File: src/rtl/sfx_scheduler.sv
// Sound-effect scheduler: arbitrates one-cycle play requests for sounds 1..3
// onto the single shared playback engine. Sound 3 has the highest priority.
// A higher-priority request preempts the current sound. Any other request is
// held in a one-bit-per-sound pending mask until the engine is free.
//
// Handshake: req/stop are single-cycle strobes with no backpressure; the
// engine is started by a one-cycle snd_play strobe and reports progress only
// through the level signal snd_active.
module sfx_scheduler #(
    parameter int GAP_CYCLES  = 1000,
    parameter int ARM_TIMEOUT = 16
) (
    input  logic       clk,
    input  logic       rst,
    input  logic [2:0] req,
    input  logic       stop,
    input  logic       snd_active,
    output logic       snd_play,
    output logic [1:0] snd_sel,
    output logic       busy,
    output logic [2:0] pending,
    output logic       timeout_err
);

    localparam int GW = $clog2(GAP_CYCLES + 1);
    localparam int AW = (ARM_TIMEOUT > 2) ? $clog2(ARM_TIMEOUT) : 1;
    localparam logic [GW-1:0] GAP_LAST = GW'(GAP_CYCLES);
    localparam logic [AW-1:0] ARM_LAST = AW'(ARM_TIMEOUT - 1);

    typedef enum logic [1:0] {
        IDLE = 2'd0,
        ARM  = 2'd1,
        PLAY = 2'd2,
        GAP  = 2'd3
    } state_t;

    state_t        state_q, state_d;
    logic [GW-1:0] gap_q, gap_d;
    logic [AW-1:0] arm_q, arm_d;
    logic          play_d;
    logic [1:0]    sel_d;
    logic [2:0]    pend_d;
    logic          busy_d;
    logic          terr_d;

    logic [2:0]    req_all;
    logic [1:0]    grant;
    logic          active_state;
    logic          launch;
    logic          arm_expire;

    // Sound number (1..3) of the highest set bit; 0 when nothing is set.
    function automatic logic [1:0] top_idx(input logic [2:0] v);
        if (v[2])      return 2'd3;
        else if (v[1]) return 2'd2;
        else if (v[0]) return 2'd1;
        else           return 2'd0;
    endfunction

    // Pending-mask bit belonging to a sound number.
    function automatic logic [2:0] idx_bit(input logic [1:0] s);
        case (s)
            2'd1:    return 3'b001;
            2'd2:    return 3'b010;
            2'd3:    return 3'b100;
            default: return 3'b000;
        endcase
    endfunction

    // Pending bits are always at or below the current sound while one is
    // playing, so req|pending can also drive preemption. A preempting request
    // that arrives during the trigger cycle is parked in pending. It then
    // fires one cycle later, which keeps snd_play from ever being high two
    // cycles in a row.
    assign req_all      = req | pending;
    assign grant        = top_idx(req_all);
    assign active_state = (state_q == ARM) || (state_q == PLAY);
    assign launch       = !stop &&
                          (((state_q == IDLE) && (grant != 2'd0)) ||
                           (active_state && !snd_play && (grant > snd_sel)));
    assign arm_expire   = !stop && (state_q == ARM) && !launch &&
                          !snd_active && (arm_q == ARM_LAST);

    // State register, counters and registered outputs.
    always_ff @(posedge clk or posedge rst) begin
        if (rst) begin
            state_q     <= IDLE;
            gap_q       <= '0;
            arm_q       <= '0;
            snd_play    <= 1'b0;
            snd_sel     <= 2'd0;
            busy        <= 1'b0;
            pending     <= 3'b000;
            timeout_err <= 1'b0;
        end else begin
            state_q     <= state_d;
            gap_q       <= gap_d;
            arm_q       <= arm_d;
            snd_play    <= play_d;
            snd_sel     <= sel_d;
            busy        <= busy_d;
            pending     <= pend_d;
            timeout_err <= terr_d;
        end
    end

    // Next-state and counter logic.
    always_comb begin
        state_d = state_q;
        gap_d   = gap_q;
        arm_d   = arm_q;
        if (stop) begin
            state_d = IDLE;
            gap_d   = '0;
            arm_d   = '0;
        end else if (launch) begin
            state_d = ARM;
            arm_d   = '0;
        end else begin
            case (state_q)
                ARM: begin
                    if (snd_active) begin
                        state_d = PLAY;
                    end else if (arm_expire) begin
                        state_d = GAP;
                        gap_d   = '0;
                    end else begin
                        arm_d = arm_q + 1'b1;
                    end
                end
                PLAY: begin
                    if (!snd_active) begin
                        state_d = GAP;
                        gap_d   = '0;
                    end
                end
                GAP: begin
                    if (gap_q == GAP_LAST) begin
                        state_d = IDLE;
                    end else begin
                        gap_d = gap_q + 1'b1;
                    end
                end
                default: ;
            endcase
        end
    end

    // Next values of the registered outputs.
    always_comb begin
        play_d = launch;
        busy_d = (state_d != IDLE);
        terr_d = timeout_err | arm_expire;
        if (stop) begin
            sel_d  = 2'd0;
            pend_d = 3'b000;
        end else begin
            pend_d = req_all & ~(launch ? idx_bit(grant) : 3'b000);
            if (launch) begin
                sel_d = grant;
            end else if ((state_d == IDLE) || (state_d == GAP)) begin
                sel_d = 2'd0;
            end else begin
                sel_d = snd_sel;
            end
        end
    end

endmodule
File: config.mk
export PLATFORM = sky130hd
export DESIGN_NAME = sfx_scheduler
export DESIGN_NICKNAME = d
export VERILOG_FILES = /design/src/rtl/sfx_scheduler.sv
export SDC_FILE = /design/constraint.sdc
export NUM_CORES = 1
export LEC_CHECK = 0
export ABC_CLOCK_PERIOD_IN_PS = 5300
export BUFFER_PORTS_ARGS = -buffer_cell sky130_fd_sc_hd__buf_4
export CORE_MARGIN = 5
export CORE_UTILIZATION = 60
export DETAILED_ROUTE_END_ITERATION = 8
export GPL_TIMING_DRIVEN = 0
export PLACE_DENSITY = 0.81
export RECOVER_POWER = 100
export REMOVE_ABC_BUFFERS = 1
export SLEW_MARGIN = 0
export SYNTH_ARGS = -nofsm -noshare
export SYNTH_HDL_FRONTEND = slang
export SYNTH_SLANG_ARGS = --single-unit
export TNS_END_PERCENT = 5
File: constraint.sdc
create_clock -name clk -period 5.3 [get_ports clk]
set_clock_uncertainty 0.1 [all_clocks]
set_input_delay 0.53 -clock clk [delete_from_list [all_inputs] [get_ports clk]]
set_output_delay 0.53 -clock clk [all_outputs]
set_load 0.1 [all_outputs]
**After elaboration in Yosys (flattened, before gate mapping)**

Index checks and enable logic that the tools add are counted.

- Reductions and logical operators: 24
- Mux-type cells: 29
- Magnitude comparators: 1
- Equal/unequal tests: 16
- Shifts and indexed selects: 0
- Div/mod/pow operators: 0
- Add/subtract/negate cells: 2
- Bitwise operators: 4
- Multiply operators: 0

Operator list:

| operator | number |
|---|---|
| $mux 10 | 6 |
| $pmux 10 s3 | 1 |
| $mux 2 | 11 |
| $mux 4 | 5 |
| $ne 3x3->1 const B | 5 |
| $add 10x1->10 const B | 1 |
| $eq 10x10->1 const B | 1 |
| $eq 2x2->1 const B | 5 |
| $mux 3 | 3 |
| $pmux 3 s3 | 1 |
| $logic_and 1x1->1 | 8 |
| $pmux 2 s3 | 1 |
| $reduce_and 6->1 | 1 |
| $reduce_bool 3->1 | 2 |
| $add 4x1->4 const B | 1 |
| $eq 2x1->1 const B | 2 |
| $eq 4x4->1 const B | 1 |
| $logic_not 1->1 | 4 |
| $logic_not 2->1 | 2 |
| $reduce_bool 2->1 | 2 |
| $reduce_bool 4->1 | 1 |
| $and 3x3->3 | 1 |
| $logic_or 1x1->1 | 3 |
| $ne 3x2->1 const B | 1 |
| 7 further kinds | 7 |

- Bits in writable memories: 0
- Logic and storage cells: 84
- Register bits after elaboration: 24
- Memories: 0
- Bits in latches: 0
- Memory bits (read-only): 0

**Logic depth before layout (Yosys ltp)**

- Word-level depth: 22
- Gate-level depth with buffers: 14
- Mapped depth without buffers: 12

**Least setup slack after synthesis**

OpenSTA, ideal clock, no wires.

- Path kind: flip-flop to flip-flop
- Start point: register pending[2]
- End point: register snd_sel[0]
- Arrival time: 3.077 ns
- Cell stages (with the launch flop): 14
- Library setup time: 0.119 ns
- Setup slack: 2.004 ns
- Clock period less this slack: 3.296 ns
- Path buffers: 2
- Path through: dfrtp_1 -> or4_4 -> ha_1 -> nand2_1 -> nand3b_1 -> o21a_2 -> buf_6 -> buf_6 -> o21ai_0 -> nand2_1 -> ha_1 -> nand2_1 -> mux2i_1 -> and2_1

- Longest elaborated chain between the ends: 18
- Elaborated cells on any way between the ends: 23
- Classes of those cells: order compare: 1; eq/ne: 1; mux: 8; bitwise: 1; reduce/logical: 12

RTL lines:

| what | RTL line | text |
|---|---|---|
| from (decl) | 21 | `output logic [2:0] pending,` |
| from (signal assigned) | 102 | `pending <= pend_d;` |
| $or 3x3->3 (*) | 75 | `assign req_all = req \| pending;` |
| $mux 2 (*) | 54 | `if (v[2]) return 2'd3;` |
| $gt 2x2->1 or $reduce_bool 2->1 (tied branches) | 80, 79 |  |
| $logic_and 1x1->1, on equally long branches | 80, 79 |  |
| $logic_or 1x1->1 | 79 | `(((state_q == IDLE) && (grant != 2'd0)) \|\|` |
| $logic_and 1x1->1 | 78 | `assign launch = !stop &&` |
| $logic_not 1->1 | 81 | `assign arm_expire = !stop && (state_q == ARM) && !launch &&` |
| $logic_and 1x1->1 (2 in series) | 81 |  |
| $logic_and 1x1->1 | 82 | `!snd_active && (arm_q == ARM_LAST);` |
| $mux 2 | 124 | `end else if (arm_expire) begin` |
| $mux 2 | 122 | `if (snd_active) begin` |
| $pmux 2 s3 | 120 | `case (state_q)` |
| $mux 2 | 116 | `end else if (launch) begin` |
| $mux 2 | 112 | `if (stop) begin` |
| $eq 2x2->1 or $logic_not 2->1 (tied branches) | 161 | `end else if ((state_d == IDLE) \|\| (state_d == GAP)) begin` |
| $logic_or 1x1->1 | 161 |  |
| $reduce_bool 3->1 (no source line) | -- |  |
| to (signal assigned) | 100 | `snd_sel <= sel_d;` |
| to (decl) | 19 | `output logic [1:0] snd_sel,` |

Every way passes the cells marked *; elsewhere a longest branch is shown, timed or not.
A chain may end at the register's enable or synchronous reset.

**Worst setup path in the final report**

Ends and elaborated chain as after synthesis.

==> results.txt <==
The run finished with clean final reports. The count of final hold-check violations came to 0. The number of iterations in the first detailed-routing pass came out at 4. The number of flops mapped to enable cells by yosys came out at 0.

The die covers 3650 sq um. The total of max-cap violations is 0. The post-route netlist has 7.43% of its cells at a drive strength greater than 1.

In this run the remaining antenna-violating nets after routing total 0. The largest vdd supply drop is 0.208 mV. The core footprint came out at 2450 sq um. Traced cell by cell, the critical path runs through or4_1 -> ha_1 -> a21oi_1 -> o21a_1 -> o21ai_0 -> nand2_1 -> ha_1 -> nand2_1 -> mux2i_1 -> and2_0. The number of storage elements in the synthesis netlist came out at 24. The per-instance average area after synthesis is 9.19 sq um. The cts-stage hold buffer count came out at 0. After Yosys synthesis, and, or, nand and nor cells account for 23.7% of the synthesized area. The via count of the first global-routing pass came out at 1320.

Buffers placed on the I/O ports in this run total 14. The vertical extent of the die is 60.4 um. TritonCTS built the clock tree. After the first detailed-routing iteration, the DRC count stood at 69. For the worst setup path, the data required time is 5.41 ns. The number of post-CTS setup repair buffers came out at 0. The transition time at the pin with the least slew margin is 1.19 ns. The setup slack at placement is 1.92 ns. The wire length of the first global-routing pass is 5.66 mm.

The root buffer cell chosen for the clock tree is sky130_fd_sc_hd__clkbuf_4. The layer flagged by global routing as most heavily used is met2. The worst register-to-register path has a depth of 10.

Based on the critical path, the design can be clocked at up to 304 MHz. The final design area excluding fillers is 1600 sq um. After synthesis, the largest family of logic cells by area is simple AND/OR/NAND/NOR gates. The worst setup slack for register-to-register paths came out at 2.01 ns. Once detailed placement completed, the half-perimeter wirelength came to 2.41 mm. The maximum fanout count along the critical path came out at 18. The total of warnings raised by yosys came out at 0. The cell count after synthesis came out at 166. Setup violations remaining at the end of the flow were counted as 0.

The count of standard-cell rows is 18. The adder-cell area share of the yosys netlist is 9.02%. In this run, the clock network consumes 19.5% of the power.

Counting the buffers created by CTS gives 3. The netlist area before placement came out at 1530 sq um. The clock-pin slew on the worst setup and hold paths came out at 0.14 ns. STA classifies the critical path startpoint as a flip-flop. The H-tree depth is 1. The switching portion of total power is 40.4%. In this run the critical register-to-register path is captured at snd_sel[0]. The post-layout total power came out at 0.415 mW. The setup TNS came out at 0 ns. The number of antenna violations at the first check in global routing came out at 0. The routed wire length came out at 3.36 mm. The number of buffer and inverter stages on the critical path is 0. The maximum number of pins on one net before global-route repair is 25.

The number of max-slew violations in the final report came to 0. Once the floorplan was initialized, standard cells occupied 62.1% of the core. The global-route congestion overflow total came out at 0. The final estimated routing congestion in global placement came out at 0.843. The number of buffers between clock root and the deepest sink came out at 2. For this run, the leading register cell type out of synthesis is sky130_fd_sc_hd__dfrtp_1. The critical path starts at pending[2]. The multiplexer fraction of the synthesized cell area came out at 1.31%.

Among all stages on the critical path, the largest delay is contributed by sky130_fd_sc_hd__or4_1. The worst slew margin relative to its limit is 21.3%. The count of unique library cells instantiated by Yosys is 44. The portion of the clock cycle consumed by the worst path in the final layout came out at 62.1%. The total inserted antenna cells came out at 0. The smallest setup slack after layout came out at 2.01 ns.

The total routing usage reported by global routing came out at 20.2%. After detailed placement, the design holds a cell count of 202. The static power due to leakage is 0.670 nW. The arrival time of the worst setup path came out at 3.40 ns. The mean number of vias per cell is 6.34.

After synthesis, flip-flops and latches occupy 39.4% of the total area. Compared with the post-synthesis result, the final layout area differs by 4.68%. The number of fill cells is 214.

The final period demand of the worst path is 3.29 ns. The global-route met3 utilization is 2.77%. The met2 layer usage reported by global route is 35.2%. The startpoint identified for the worst register-to-register timing path is pending[2]. Post-CTS repair changed the size of 0 cells. The area share of xor/xnor cells in the synthesized design is 1.15%. The top cell family by delay on the critical path is simple AND/OR/NAND/NOR gates. The category of the most critical setup path is reg2reg.

Of the total power, registers draw 47.9%. Setup repair after global routing left no endpoint under its margin. The highest cell delay on the worst timing path is 0.65 ns.

The average detailed-routed wire length per instance came out at 16.4 um. The count of vias placed by the detailed router came out at 1299. The instance area at placement is 1610 sq um. In this run the worst hold path is classified as in2async. The share of async-settable or async-resettable flops after synthesis is 100%.

The overall die width came out at 60.4 um. The power dissipated by switching net loads is 0.168 mW. The total power density per cell area is 260 nW/um^2.

The count of unresolved DRC violations after routing came out at 0. The share of total power in combinational logic came out at 32.5%. The clock sink total came out at 24. The most critical setup path has its endpoint at snd_sel[0].

The internal cell power came out at 0.247 mW. For the worst-skew pair, the clock arrives at the later sink with an insertion delay of 0.31 ns. The number of standard cells in the layout, taps in and fillers out came out at 205. The endpoint type of the worst setup path is a flip-flop. The net count reported at finish came out at 195. The critical path runs through a total of 10 cells. The synthesized-area fraction occupied by ao, oa, aoi and oai cells came out at 19.2%. The met1 track demand over resource in global routing came out at 25.7%. The I/O pin count is 15.
-- worst min path at each step --
stage / slack [ns] / depth (start not counted) / start / end
final: 0.29 / 2 / rst / gap_q[7]
after global routing: 0.38 / 2 / rst / gap_q[7]
after CTS: 0.33 / 2 / rst / gap_q[7]
after detailed placement: 0.37 / 1 / timeout_err / timeout_err
after global placement: 0.35 / 1 / timeout_err / timeout_err
after floorplan: 0.40 / 1 / arm_q[2] / arm_q[2]
-- power groups by stage --
stage	logic, mW	clock network, mW	registers [mW]
floorplan	0.0555	0	0.254
global placement	0.139	0	0.203
detailed placement	0.143	0	0.203
CTS	0.143	0.0783	0.199
global route	0.146	0.0880	0.201
finish	0.135	0.0810	0.199
-- per-stage QoR --
step | hold WS, ns | utilization, %
floorplan | 0.404 | -
global placement | 0.347 | 65.7
detailed placement | 0.370 | 65.7
CTS | 0.331 | 66.7
global route | 0.376 | 65.0
finish | 0.288 | 65.0
-- layout make-up --
class / count / area (sq um) / share of cell area [%]
inverter: 11 / 41.3 / 2.59
sequential: 24 / 601 / 37.6
clock buffer: 3 / 22.5 / 1.41
multi-input combinational: 123 / 820 / 51.3
timing repair buffer: 14 / 75.1 / 4.70
tap: 30 / 37.5 / 2.35
-- cells in the final DEF (no fill, tap or decap), drive strengths merged, types with 4 or more instances in the layout --
cell type	count
nand3b	4
nor3	6
inv	11
dfrtp	24
a21oi	7
a32o	6
o21ai	8
nor2	14
nand2	15
buf	5
nand3	13
ha	11
clkbuf	12
-- state kept, by name, summed over array words and instances (netlist names) --
name / flops
state_q: 2
snd_play: 1
pending: 3
arm_q: 4
timeout_err: 1
gap_q: 10
busy: 1
snd_sel: 2
-- Yosys cell counts (2+ instances only) --
library cell                n  share of area [%]
sky130_fd_sc_hd__dfrtp_1   24                 39
sky130_fd_sc_hd__nand2_1   15                3.7
sky130_fd_sc_hd__nor2_1    14                3.4
sky130_fd_sc_hd__nand3_1   13                4.3
sky130_fd_sc_hd__ha_1      11                9.0
sky130_fd_sc_hd__inv_1     11                2.7
sky130_fd_sc_hd__o21ai_0    8                2.6
sky130_fd_sc_hd__a21oi_1    7                2.3
sky130_fd_sc_hd__a32o_1     6                3.9
sky130_fd_sc_hd__nor3_1     6                2.0
sky130_fd_sc_hd__clkbuf_1   4               0.98
sky130_fd_sc_hd__nand3b_1   4                2.0
sky130_fd_sc_hd__buf_6      3                2.2
sky130_fd_sc_hd__nor4_1     3                1.2
sky130_fd_sc_hd__or2_2      3                1.2
sky130_fd_sc_hd__a211oi_1   2               0.98
sky130_fd_sc_hd__and2_1     2               0.82
sky130_fd_sc_hd__mux2i_1    2                1.3
sky130_fd_sc_hd__nand4_1    2               0.82
sky130_fd_sc_hd__o31a_1     2                1.1
-- logic make-up after synthesis --
kind of cell,count (synthesis)
AO/OA/AOI/OAI,38
XOR/XNOR,2
flip-flops,24
multiplexers,2
buffers and inverters,19
adder cells (fa/ha/maj),11
AND/OR/NAND/NOR,70
-- routing by layer --
metal	part of all wire (%)	routed length [um]	vias up
li1	-	-	622
met4	0.72	24	0
met1	46	1540	628
met2	49	1630	45
met3	4.8	161	4
met5	0	0	-
Note: power is estimated with default switching activity, not from simulation.
